`src/rtl/cdc_pkg.sv`:
```
// Shared types and default parameter values for the clock-crossing transfer arbiter.
// The handshake FSM state encoding lives here so the top and bench agree on names.
package cdc_pkg;

    typedef enum logic [1:0] {
        StIdle  = 2'd0,
        StReqHi = 2'd1,
        StReqLo = 2'd2
    } state_e;

    localparam int unsigned DefNumReq     = 4;
    localparam int unsigned DefDataW      = 8;
    localparam int unsigned DefSyncStages = 2;
    localparam int unsigned DefTimeoutCyc = 255;

endpackage

```
`src/rtl/cdc_xfer_arbiter_if.sv`:
```
// Bundle of requester-side and remote-side handshake signals of the transfer arbiter.
// The slave modport is the arbiter's view; master is the view of whoever drives it.
interface cdc_xfer_arbiter_if #(
    parameter int unsigned NUM_REQ = cdc_pkg::DefNumReq,
    parameter int unsigned DATA_W  = cdc_pkg::DefDataW
) ();
    localparam int unsigned GrantW = $clog2(NUM_REQ);

    logic [NUM_REQ-1:0]        req_valid;
    logic [NUM_REQ*DATA_W-1:0] req_data;
    logic [NUM_REQ-1:0]        req_ready;
    logic                      xfer_req;
    logic [DATA_W-1:0]         xfer_data;
    logic                      xfer_ack_async;
    logic [GrantW-1:0]         grant_id;
    logic                      busy;
    logic                      done;
    logic                      err_timeout;
    logic                      err_clr;

    modport slave (
        input  req_valid, req_data, xfer_ack_async, err_clr,
        output req_ready, xfer_req, xfer_data, grant_id, busy, done, err_timeout
    );

    modport master (
        output req_valid, req_data, xfer_ack_async, err_clr,
        input  req_ready, xfer_req, xfer_data, grant_id, busy, done, err_timeout
    );

endinterface

```
`src/rtl/sync_ff_chain.sv`:
```
// Multi-flop level synchronizer for a single bit arriving from another clock domain.
// All stages reset asynchronously to zero.
module sync_ff_chain #(
    parameter int unsigned STAGES = 2
) (
    input  logic clk,
    input  logic reset,
    input  logic i_d,
    output logic o_q
);
    logic [STAGES-1:0] r_sync;

    always_ff @(posedge clk or posedge reset) begin
        if (reset) begin
            r_sync <= '0;
        end else begin
            r_sync <= {r_sync[STAGES-2:0], i_d};
        end
    end

    assign o_q = r_sync[STAGES-1];

endmodule

```
`src/rtl/cdc_xfer_arbiter.sv`:
```
// Round-robin arbiter that hands one requester's payload at a time across a clock
// boundary with a 4-phase req/ack handshake, plus a sticky handshake timeout flag.
module cdc_xfer_arbiter
    import cdc_pkg::*;
#(
    parameter int unsigned NUM_REQ     = DefNumReq,
    parameter int unsigned DATA_W      = DefDataW,
    parameter int unsigned SYNC_STAGES = DefSyncStages,
    parameter int unsigned TIMEOUT_CYC = DefTimeoutCyc
) (
    input logic               clk,
    input logic               reset,
    cdc_xfer_arbiter_if.slave io_bus
);
    localparam int unsigned     GrantW = $clog2(NUM_REQ);
    localparam int unsigned     CntW   = $clog2(TIMEOUT_CYC + 1);
    localparam logic [CntW-1:0] CntMax = CntW'(TIMEOUT_CYC);

    state_e            r_state;
    logic              r_xfer_req;
    logic              r_done;
    logic              r_err_timeout;
    logic [DATA_W-1:0] r_xfer_data;
    logic [GrantW-1:0] r_grant_id;
    logic [GrantW-1:0] r_rr_ptr;
    logic [CntW-1:0]   r_cnt;

    logic              w_ack_sync;
    logic              w_any;
    logic              w_accept;
    logic              w_cnt_sat;
    logic              w_cnt_hit;
    logic [GrantW-1:0] w_idx;
    logic [GrantW-1:0] w_winner;
    logic [GrantW-1:0] w_rr_next;

    sync_ff_chain #(
        .STAGES(SYNC_STAGES)
    ) u_ack_sync (
        .clk  (clk),
        .reset(reset),
        .i_d  (io_bus.xfer_ack_async),
        .o_q  (w_ack_sync)
    );

    // Scan requesters starting at the round-robin pointer, wrapping around.
    always_comb begin
        w_any    = 1'b0;
        w_winner = '0;
        w_idx    = '0;
        for (int unsigned k = 0; k < NUM_REQ; k++) begin
            w_idx = GrantW'((32'(r_rr_ptr) + k) % NUM_REQ);
            if (!w_any && io_bus.req_valid[w_idx]) begin
                w_any    = 1'b1;
                w_winner = w_idx;
            end
        end
    end

    // A stale ack still high from the remote side blocks new acceptances.
    assign w_accept  = (r_state == StIdle) && !w_ack_sync && w_any;
    assign w_rr_next = (r_grant_id == GrantW'(NUM_REQ - 1)) ? '0 : r_grant_id + 1'b1;
    assign w_cnt_sat = (r_cnt == CntMax);
    assign w_cnt_hit = (r_cnt == CntMax - 1'b1);

    always_ff @(posedge clk or posedge reset) begin
        if (reset) begin
            r_state       <= StIdle;
            r_xfer_req    <= 1'b0;
            r_xfer_data   <= '0;
            r_grant_id    <= '0;
            r_rr_ptr      <= '0;
            r_done        <= 1'b0;
            r_err_timeout <= 1'b0;
            r_cnt         <= '0;
        end else begin
            r_done <= 1'b0;
            if (io_bus.err_clr) begin
                r_err_timeout <= 1'b0;
            end
            // Later assignments to r_err_timeout below take precedence over the clear.
            case (r_state)
                StIdle: begin
                    if (w_accept) begin
                        r_xfer_data <= io_bus.req_data[32'(w_winner) * DATA_W +: DATA_W];
                        r_grant_id  <= w_winner;
                        r_xfer_req  <= 1'b1;
                        r_cnt       <= '0;
                        r_state     <= StReqHi;
                    end
                end
                StReqHi: begin
                    if (w_ack_sync) begin
                        r_xfer_req <= 1'b0;
                        r_cnt      <= '0;
                        r_state    <= StReqLo;
                    end else begin
                        if (!w_cnt_sat) r_cnt <= r_cnt + 1'b1;
                        if (w_cnt_hit) r_err_timeout <= 1'b1;
                    end
                end
                StReqLo: begin
                    if (!w_ack_sync) begin
                        r_done   <= 1'b1;
                        r_rr_ptr <= w_rr_next;
                        r_state  <= StIdle;
                    end else begin
                        if (!w_cnt_sat) r_cnt <= r_cnt + 1'b1;
                        if (w_cnt_hit) r_err_timeout <= 1'b1;
                    end
                end
                default: begin
                    r_xfer_req <= 1'b0;
                    r_state    <= StIdle;
                end
            endcase
        end
    end

    assign io_bus.req_ready   = w_accept ? (NUM_REQ'(1) << w_winner) : '0;
    assign io_bus.xfer_req    = r_xfer_req;
    assign io_bus.xfer_data   = r_xfer_data;
    assign io_bus.grant_id    = r_grant_id;
    assign io_bus.busy        = (r_state != StIdle);
    assign io_bus.done        = r_done;
    assign io_bus.err_timeout = r_err_timeout;

endmodule

```
`src/flat_wrapper.sv`:
```
// flat-port wrapper written by rule: the top's interface ports become plain ports
module cdc_xfer_arbiter_flat import cdc_pkg::*;
#(
    parameter int unsigned NUM_REQ     = DefNumReq,
    parameter int unsigned DATA_W      = DefDataW,
    parameter int unsigned SYNC_STAGES = DefSyncStages,
    parameter int unsigned TIMEOUT_CYC = DefTimeoutCyc
)
  (clk, reset, io_bus_req_valid, io_bus_req_data, io_bus_xfer_ack_async, io_bus_err_clr, io_bus_req_ready, io_bus_xfer_req, io_bus_xfer_data, io_bus_grant_id, io_bus_busy, io_bus_done, io_bus_err_timeout);
  cdc_xfer_arbiter_if #(.NUM_REQ(NUM_REQ), .DATA_W(DATA_W)) io_bus_i ();
  input logic clk;
  input logic reset;
  input wire logic [$bits(io_bus_i.req_valid)-1:0] io_bus_req_valid;
  input wire logic [$bits(io_bus_i.req_data)-1:0] io_bus_req_data;
  input wire logic [$bits(io_bus_i.xfer_ack_async)-1:0] io_bus_xfer_ack_async;
  input wire logic [$bits(io_bus_i.err_clr)-1:0] io_bus_err_clr;
  output wire logic [$bits(io_bus_i.req_ready)-1:0] io_bus_req_ready;
  output wire logic [$bits(io_bus_i.xfer_req)-1:0] io_bus_xfer_req;
  output wire logic [$bits(io_bus_i.xfer_data)-1:0] io_bus_xfer_data;
  output wire logic [$bits(io_bus_i.grant_id)-1:0] io_bus_grant_id;
  output wire logic [$bits(io_bus_i.busy)-1:0] io_bus_busy;
  output wire logic [$bits(io_bus_i.done)-1:0] io_bus_done;
  output wire logic [$bits(io_bus_i.err_timeout)-1:0] io_bus_err_timeout;
  assign io_bus_i.req_valid = io_bus_req_valid;
  assign io_bus_i.req_data = io_bus_req_data;
  assign io_bus_i.xfer_ack_async = io_bus_xfer_ack_async;
  assign io_bus_i.err_clr = io_bus_err_clr;
  assign io_bus_req_ready = io_bus_i.req_ready;
  assign io_bus_xfer_req = io_bus_i.xfer_req;
  assign io_bus_xfer_data = io_bus_i.xfer_data;
  assign io_bus_grant_id = io_bus_i.grant_id;
  assign io_bus_busy = io_bus_i.busy;
  assign io_bus_done = io_bus_i.done;
  assign io_bus_err_timeout = io_bus_i.err_timeout;
  cdc_xfer_arbiter #(.NUM_REQ(NUM_REQ), .DATA_W(DATA_W), .SYNC_STAGES(SYNC_STAGES), .TIMEOUT_CYC(TIMEOUT_CYC)) u_core (.clk(clk), .reset(reset), .io_bus(io_bus_i));
endmodule
```
`config.mk`:
```
export PLATFORM = sky130hd
export DESIGN_NAME = cdc_xfer_arbiter_flat
export DESIGN_NICKNAME = d
export VERILOG_FILES = /design/src/rtl/cdc_pkg.sv /design/src/rtl/cdc_xfer_arbiter_if.sv /design/src/rtl/sync_ff_chain.sv /design/src/rtl/cdc_xfer_arbiter.sv /design/src/flat_wrapper.sv
export SDC_FILE = /design/constraint.sdc
export NUM_CORES = 1
export LEC_CHECK = 0
export CAP_MARGIN = 20
export CORE_AREA = 5 5 72 74
export CTS_BUF_LIST = sky130_fd_sc_hd__clkbuf_8
export DETAILED_ROUTE_END_ITERATION = 10
export DIE_AREA = 0 0 77 79
export PLACE_DENSITY_LB_ADDON = 0.2
export SYNTH_ARGS = -nofsm -noshare
export SYNTH_HDL_FRONTEND = slang
export SYNTH_SLANG_ARGS = --single-unit
```
`constraint.sdc`:
```
create_clock -name clk -period 2.33 [get_ports clk]
set_input_delay 0.5825 -clock clk [delete_from_list [all_inputs] [get_ports clk]]
set_output_delay 0.5825 -clock clk [all_outputs]
set_load 0.02 [all_outputs]
```
Word level (Yosys, flattened, before mapping)
Index checks and enable logic that the tools add are counted.
- flip-flop bits (word level): 27
- input port bits: 40
- output and inout bits: 18
- word-level logic and storage cells: 85
- add/sub/neg operators: 5
- order comparisons: 4
- equal/unequal tests: 9
- shifts and indexed selects: 2
- muxes and demuxes: 37
- bitwise logic cells: 2
- reductions and logical operators: 17
- operators by type and width (cell ; number):
    8-bit 2-to-1 mux ; 4
    32-bit by 6-bit indexed part select with 8-bit output ; 1
    8-bit case mux with 3 select lines ; 1
    8-bit == test, second input constant ; 2
    1-bit 2-to-1 mux ; 16
    2-bit 2-to-1 mux ; 8
    2-bit by 3-bit < comparator with 1-bit output, second input constant ; 4
    3-bit AND reduction ; 3
    8-bit by 1-bit adder with 8-bit output, second input constant ; 1
    1-bit binary-select mux with 2-bit select ; 4
    2-bit != test, second input constant ; 3
    2-bit case mux with 3 select lines ; 1
    1-bit logical AND ; 5
    2-bit by 1-bit adder with 2-bit output, second input constant ; 2
    2-bit adder, second input constant ; 2
    2-bit == test, second input constant ; 2
    1-bit zero test ; 4
    4-bit 2-to-1 mux ; 1
    2-bit AND reduction ; 2
    1-bit by 2-bit << shifter with 4-bit output, first input constant ; 1
    1-bit case mux with 3 select lines ; 1
    3-bit nonzero test ; 1
    2-bit by 1-bit == test with 1-bit output, second input constant ; 1
    2-bit zero test ; 1
    other kinds (4) ; 5

Logic depth before layout (Yosys ltp)
- depth in word-level cells: 15
- gate-level depth with buffers: 8
- mapped depth without buffers: 7

By module
Synthesis repeated with hierarchy kept, for this count alone.
- cells, all modules: 165
- area, all modules: 1617.8 um^2
- modules (own cells, without submodules) (module ; instances ; cells an instance ; area each (um^2) ; sequential area each (um^2)):
    cdc_xfer_arbiter ; 1 ; 162 ; 1564.0 ; 625.6
    sync_ff_chain ; 1 ; 3 ; 53.8 ; 50.0

Worst setup path after synthesis
Ideal clock, no wire load.
- kind: register to output
- start point: register u_core.r_state[1]
- end point: output port io_bus_req_ready[2]
- data arrival time: 1.741 ns
- data required time: 1.747 ns
- setup slack: 0.006 ns
- cell stages (with the launch flop): 8
- buffers on the path: 1
- cells stage by stage: dfrtp_1 -> inv_1 -> ha_1 -> nand2b_4 -> or2_4 -> nor3_1 -> buf_4 -> and2_1
- cells in the longest elaborated chain, start to end: 4
- ends and longest elaborated chain (what ; line ; RTL):
    start, declared ; cdc_xfer_arbiter.sv:19 ; state_e r_state;
    start signal, assigned ; cdc_xfer_arbiter.sv:68 ; r_state <= StIdle;
    start signal, assigned ; cdc_xfer_arbiter.sv:89 ; r_state <= StReqHi;
    start signal, assigned ; cdc_xfer_arbiter.sv:96 ; r_state <= StReqLo;
    2-bit zero test ; cdc_xfer_arbiter.sv:61 ; assign w_accept = (r_state == StIdle) && !w_ack_sync && w_any;
    1-bit logical AND (2 in series) ; cdc_xfer_arbiter.sv:61 ;
    4-bit 2-to-1 mux ; cdc_xfer_arbiter.sv:120 ; assign io_bus.req_ready = w_accept ? (NUM_REQ'(1) << w_winner) : '0;
    end, declared ; flat_wrapper.sv:17 ; output wire logic [$bits(io_bus_i.req_ready)-1:0] io_bus_req_ready;
Every way passes these cells.

Final worst setup path
- start point: input port io_bus_req_valid[0]
- end point: output port io_bus_req_ready[1]
- cells in the longest elaborated chain, start to end: 14
- elaborated cells between the ends (all ways): 25
- those cells by class: 1 x shift; 17 x mux; 7 x reduce/logical
- ends and longest elaborated chain (what ; line ; RTL):
    start, declared ; flat_wrapper.sv:13 ; input wire logic [$bits(io_bus_i.req_valid)-1:0] io_bus_req_valid;
    1-bit binary-select mux with 2-bit select ; cdc_xfer_arbiter.sv:53 ; if (!w_any && io_bus.req_valid[w_idx]) begin
    1-bit 2-to-1 mux (implied by the code) ; cdc_xfer_arbiter.sv:53 ;
    1-bit 2-to-1 mux ; cdc_xfer_arbiter.sv:53 ;
    1-bit zero test ; cdc_xfer_arbiter.sv:53 ;
    1-bit logical AND ; cdc_xfer_arbiter.sv:53 ;
    1-bit 2-to-1 mux ; cdc_xfer_arbiter.sv:53 ;
    1-bit zero test ; cdc_xfer_arbiter.sv:53 ;
    1-bit logical AND ; cdc_xfer_arbiter.sv:53 ;
    1-bit 2-to-1 mux ; cdc_xfer_arbiter.sv:53 ;
    1-bit zero test ; cdc_xfer_arbiter.sv:53 ;
    1-bit logical AND ; cdc_xfer_arbiter.sv:53 ;
    2-bit 2-to-1 mux or 1-bit 2-to-1 mux (tied branches) ; cdc_xfer_arbiter.sv:53 ;
    1-bit by 2-bit << shifter with 4-bit output or 1-bit logical AND (tied branches) ; cdc_xfer_arbiter.sv:120, cdc_xfer_arbiter.sv:61 ;
    4-bit 2-to-1 mux (*) ; cdc_xfer_arbiter.sv:120 ;
Mark *: on every way between the ends. The rest lies on a longest branch, timed or not. The select of a mux whose other input is x is not followed.

==> flow_summary.html <==
<table>
<tr><th>Metric</th><th>Value</th></tr>
<tr><th colspan="2">STA</th></tr>
<tr><td>Number of max-slew violations in the final report</td><td>0</td></tr>
<tr><td>Sum of negative setup slack</td><td>0 ns</td></tr>
<tr><td>Fmax</td><td>430 MHz</td></tr>
<tr><td>Post-route fraction of the period consumed by the critical path</td><td>99.9%</td></tr>
<tr><td>Worst path setup slack after routing</td><td>0.00249 ns</td></tr>
<tr><td>Shortest period the worst path allows</td><td>2.33 ns</td></tr>
<tr><td>Slew at the pin with the worst max-slew slack</td><td>0.337 ns</td></tr>
<tr><td>RSZ-0062 raised after global routing</td><td>true</td></tr>
<tr><td>Final hold viol count</td><td>0</td></tr>
<tr><td>Final-layout worst hold slack</td><td>0.355 ns</td></tr>
<tr><td>Final worst clock skew</td><td>0.00814 ns</td></tr>
<tr><td>Number of failing setup endpoints in the final timing report</td><td>0</td></tr>
<tr><td>Remaining max-slew budget at the tightest pin</td><td>77.6%</td></tr>
<tr><th colspan="2">Routing</th></tr>
<tr><td>DRC violation total after the first TritonRoute iteration</td><td>51</td></tr>
<tr><td>DRC Markers</td><td>0</td></tr>
<tr><td>Final Routed Wirelength</td><td>4700 um</td></tr>
<tr><td>Via count</td><td>1646</td></tr>
<tr><td>Wire length per cell after detailed routing</td><td>14.6 um</td></tr>
<tr><td>Vias per inst</td><td>5.11</td></tr>
<tr><td>Number of detailed-route iterations in the first pass</td><td>4</td></tr>
<tr><td>Final ANT Viol Nets</td><td>0</td></tr>
<tr><th colspan="2">Die</th></tr>
<tr><td>Die outline area</td><td>6080 um2</td></tr>
<tr><td>Die span in x</td><td>77 um</td></tr>
<tr><td>Initial standard-cell utilization of the core</td><td>40.2%</td></tr>
<tr><td>Number of top-level pins</td><td>58</td></tr>
<tr><td>Vert. Die Dim</td><td>79 um</td></tr>
<tr><td>Total core area</td><td>4540 um2</td></tr>
<tr><td>Number of placement rows</td><td>25</td></tr>
<tr><th colspan="2">Worst setup path</th></tr>
<tr><td>Cells traversed along the worst timing path</td><td>buf_2 -&gt; nand2_2 -&gt; a311oi_4 -&gt; buf_4 -&gt; nor2_1 -&gt; nor3_1 -&gt; buf_4</td></tr>
<tr><td>Launching point of the worst reg2reg path</td><td>u_core.r_state[1]</td></tr>
<tr><td>Worst path slowest cell</td><td>a311oi_4</td></tr>
<tr><td>Crit path arrival time</td><td>1.75 ns</td></tr>
<tr><td>Highest cell delay on the worst timing path</td><td>0.33 ns</td></tr>
<tr><td>Reg2Reg Setup Slack</td><td>0.47 ns</td></tr>
<tr><td>Data required time at the worst endpoint</td><td>1.75 ns</td></tr>
<tr><td>Cell mode on critical path</td><td>buf_4</td></tr>
<tr><td>Startpoint Class</td><td>primary input</td></tr>
<tr><td>Gate family responsible for the most delay along the worst path</td><td>buffers and inverters</td></tr>
<tr><td>Peak fanout along the critical path</td><td>4</td></tr>
<tr><td>Setup CP Type</td><td>in -&gt; out</td></tr>
<tr><td>Cell count of the worst reg-to-reg path</td><td>9</td></tr>
<tr><td>Crit Reg-Reg Endpoint</td><td>u_core.r_cnt[7]</td></tr>
<tr><td>Critical path buffer and inverter count</td><td>3</td></tr>
<tr><td>Worst setup EP type</td><td>output port</td></tr>
<tr><th colspan="2">Power</th></tr>
<tr><td>Leakage power</td><td>1.19 nW</td></tr>
<tr><td>PD cells</td><td>1040 nW/um2</td></tr>
<tr><td>IR drop worst, VDD</td><td>0.000588 V</td></tr>
<tr><th colspan="2">Synthesis</th></tr>
<tr><td>Fraction of synthesized area in multiplexers</td><td>4.94%</td></tr>
<tr><td>Ys async rst share</td><td>100%</td></tr>
<tr><td>Synthesized-area fraction occupied by ao, oa, aoi and oai cells</td><td>23.5%</td></tr>
<tr><td>Number of flops mapped to enable cells by yosys</td><td>0</td></tr>
<tr><td>Combinational family with the most area after synthesis</td><td>compound AO/OA/AOI/OAI gates</td></tr>
<tr><td>Post-synthesis simple-gate area fraction</td><td>23.0%</td></tr>
<tr><td>Number of register bits inferred by synthesis</td><td>27</td></tr>
<tr><td>Most used flip-flop cell after synthesis</td><td>dfrtp_1</td></tr>
<tr><td>Sequential element share of the synthesized area</td><td>37.0%</td></tr>
<tr><td>Instance count of the mapped netlist</td><td>181</td></tr>
<tr><td>Warnings from Yosys</td><td>0</td></tr>
<tr><td>Adder and majority cell fraction of the synthesized area</td><td>4.80%</td></tr>
<tr><td>Synth Area in XOR/XNOR</td><td>0.480%</td></tr>
<tr><td>Count of distinct cell types in the synthesized netlist</td><td>43</td></tr>
<tr><td>Post-Syn Nets</td><td>228</td></tr>
<tr><td>Mapped cell area</td><td>1820 um2</td></tr>
<tr><td>Synth Area per Inst</td><td>10.1 um2</td></tr>
<tr><th colspan="2">Final layout</th></tr>
<tr><td>Fraction of layout instances using a drive strength above 1</td><td>30.6%</td></tr>
<tr><td>Final #Nets</td><td>316</td></tr>
<tr><td>Commonest non-fill, non-tap cell in the layout</td><td>clkdlybuf4s50_1</td></tr>
<tr><td>Register cell area after layout</td><td>676 um2</td></tr>
<tr><td>Layout overhead on the synthesized area</td><td>49.8%</td></tr>
<tr><td>Filler Cell Count</td><td>405</td></tr>
<tr><td>Most frequent cells in the layout</td><td>clkdlybuf4s50_1 (49), buf_4 (34), dfrtp_1 (27)</td></tr>
<tr><td>Antenna cell count</td><td>0</td></tr>
<tr><td>Total area of multi-input combinational cells</td><td>1090 um2</td></tr>
<tr><th colspan="2">Clock tree</th></tr>
<tr><td>Hold buffer count at CTS</td><td>0</td></tr>
<tr><td>Maximum level of the CTS H-tree</td><td>1</td></tr>
<tr><td>TritonCTS clock tree</td><td>built</td></tr>
<tr><td>Clock root buffer</td><td>clkbuf_8</td></tr>
<tr><td>Sink count of the clock tree</td><td>27</td></tr>
<tr><td>CTS Buf Count</td><td>3</td></tr>
<tr><td>Clk_lat worst skew</td><td>0.27 ns</td></tr>
<tr><td>Clock transition at the registers of the reported paths</td><td>0.09 ns</td></tr>
<tr><td>Maximum number of buffers from clock root to sink</td><td>2</td></tr>
<tr><th colspan="2">Hold path</th></tr>
<tr><td>Hold wc startpoint</td><td>u_core.u_ack_sync.r_sync[0]</td></tr>
<tr><td>Hold Crit Depth</td><td>0</td></tr>
<tr><td>Worst hold path type</td><td>reg -&gt; reg</td></tr>
<tr><td>Min-Delay Endpoint</td><td>u_core.u_ack_sync.r_sync[1]</td></tr>
<tr><th colspan="2">Place</th></tr>
<tr><td>Number of buffers added on ports</td><td>57</td></tr>
<tr><td>Worst slack at placement</td><td>-0.981 ns</td></tr>
<tr><td>Detailed Place HPWL</td><td>3660 um</td></tr>
<tr><td>Placer Congestion</td><td>0.831</td></tr>
<tr><th colspan="2">Global routing</th></tr>
<tr><td>GRT Total Usage</td><td>15.6%</td></tr>
<tr><td>Initial antenna violation count</td><td>0</td></tr>
<tr><td>Total gr overflow</td><td>0</td></tr>
<tr><td>Via count of the first global-routing pass</td><td>1620</td></tr>
<tr><td>Wire length of the first global-routing pass</td><td>7870 um</td></tr>
<tr><td>Maximum number of pins on one net before global-route repair</td><td>28</td></tr>
<tr><th colspan="2">Run</th></tr>
<tr><td>Number of max-cap violations</td><td>0</td></tr>
<tr><th colspan="2">Outcome</th></tr>
<tr><td>Result of the run</td><td>complete, no violations</td></tr>
</table>
==> cell usage after synthesis (3+ instances only) <==
master,count,area (um2)
buf_6,3,33.8
and2_1,9,56.3
mux2i_1,9,90.1
o21ai_1,3,15.0
nand2_1,17,63.8
dfrtp_1,27,676
a211oi_2,10,125
nor2b_1,4,25.0
a21oi_1,11,55.1
inv_1,8,30.0
and3_1,3,18.8
ha_1,7,87.6
nor2_1,16,60.1
or2_1,3,18.8
a221oi_2,7,105
nand2b_1,3,18.8
nor3_1,6,30.0
o31ai_1,3,22.5
nand4_1,3,18.8
==> state kept, by name (all words and copies together) (netlist names) <==
name                       count
u_core.io_bus.xfer_data        8
u_core.r_cnt                   8
u_core.io_bus.grant_id         2
u_core.r_rr_ptr                2
u_core.r_state                 2
u_core.u_ack_sync.r_sync       2
u_core.io_bus.done             1
u_core.io_bus.err_timeout      1
u_core.io_bus.xfer_req         1
==> cell type report <==
class	count	share of cell area (%)
multi-input cells	138	39.9
well taps	54	2.47
flip-flops and latches	27	24.7
clock inverters	1	0.183
repair buffers	90	29.9
inverters	9	1.24
clock buffers	3	1.51
==> routing by layer <==
layer	wire (um)	share of wire (%)	up-vias	track usage, %
met5	0	0	-	0
met4	47	1.0	0	4.12
met3	262	5.6	5	3.29
met2	2110	45	47	24.7
met1	2280	49	765	21.7
li1	-	-	829	-
==> kinds of logic after synthesis <==
| logic type | after synthesis |
|---|---|
| buffers and inverters | 16 |
| multiplexers | 9 |
| AND/OR/NAND/NOR | 75 |
| adder cells (fa/ha/maj) | 7 |
| flip-flops | 27 |
| XOR/XNOR | 1 |
| AO/OA/AOI/OAI | 46 |
==> power breakdown <==
part	switching [mW]	internal, mW
clock network	0.139	0.120
logic	0.922	0.916
registers	0.111	0.624
total	1.17	1.66
==> stage by stage <==
| step | instance area [um2] | util, % | total power, mW | cells |
|---|---|---|---|---|
| 2_1_floorplan | 1820 | - | 1.81 | 181 |
| 3_3_place_gp | 2580 | 57.0 | 2.45 | 312 |
| 3_5_place_dp | 2580 | 57.0 | 2.47 | 312 |
| 4_1_cts | 2690 | 59.3 | 2.82 | 320 |
| 5_1_grt | 2730 | 60.2 | 3.05 | 322 |
| 6_report | 2730 | 60.2 | 2.83 | 322 |
==> worst max path at each step <==
stage / startpoint / to / slack [ns] / depth (start not counted)
after detailed placement: io_bus_req_valid[2] / io_bus_req_ready[2] / -0.98 / 6
after global placement: io_bus_req_valid[2] / io_bus_req_ready[3] / -0.99 / 6
after floorplan: u_core.r_state[1] / io_bus_req_ready[2] / 0.006 / 7
final: io_bus_req_valid[0] / io_bus_req_ready[1] / 0.002 / 7
after global routing: u_core.r_state[0] / io_bus_req_ready[3] / -0.1 / 7
after CTS: u_core.r_state[1] / io_bus_req_ready[3] / 0.01 / 7
==> worst reg2reg max path, stage by stage (launching register included) <==
cell and delay, ns:
dfrtp_1 0.39, buf_4 0.13, buf_4 0.12, ha_1 0.24
nand2_1 0.21, inv_2 0.08, a21oi_2 0.10, buf_4 0.17
a31oi_1 0.10, a211oi_1 0.23
==> what timing repair did <==
item                       4_1_cts  5_1_grt
gates resized for setup         43       13
setup endpoints to repair        4        4
pin swaps                        4        4
setup buffers                    5        2
(Power assumes the default switching activity.)
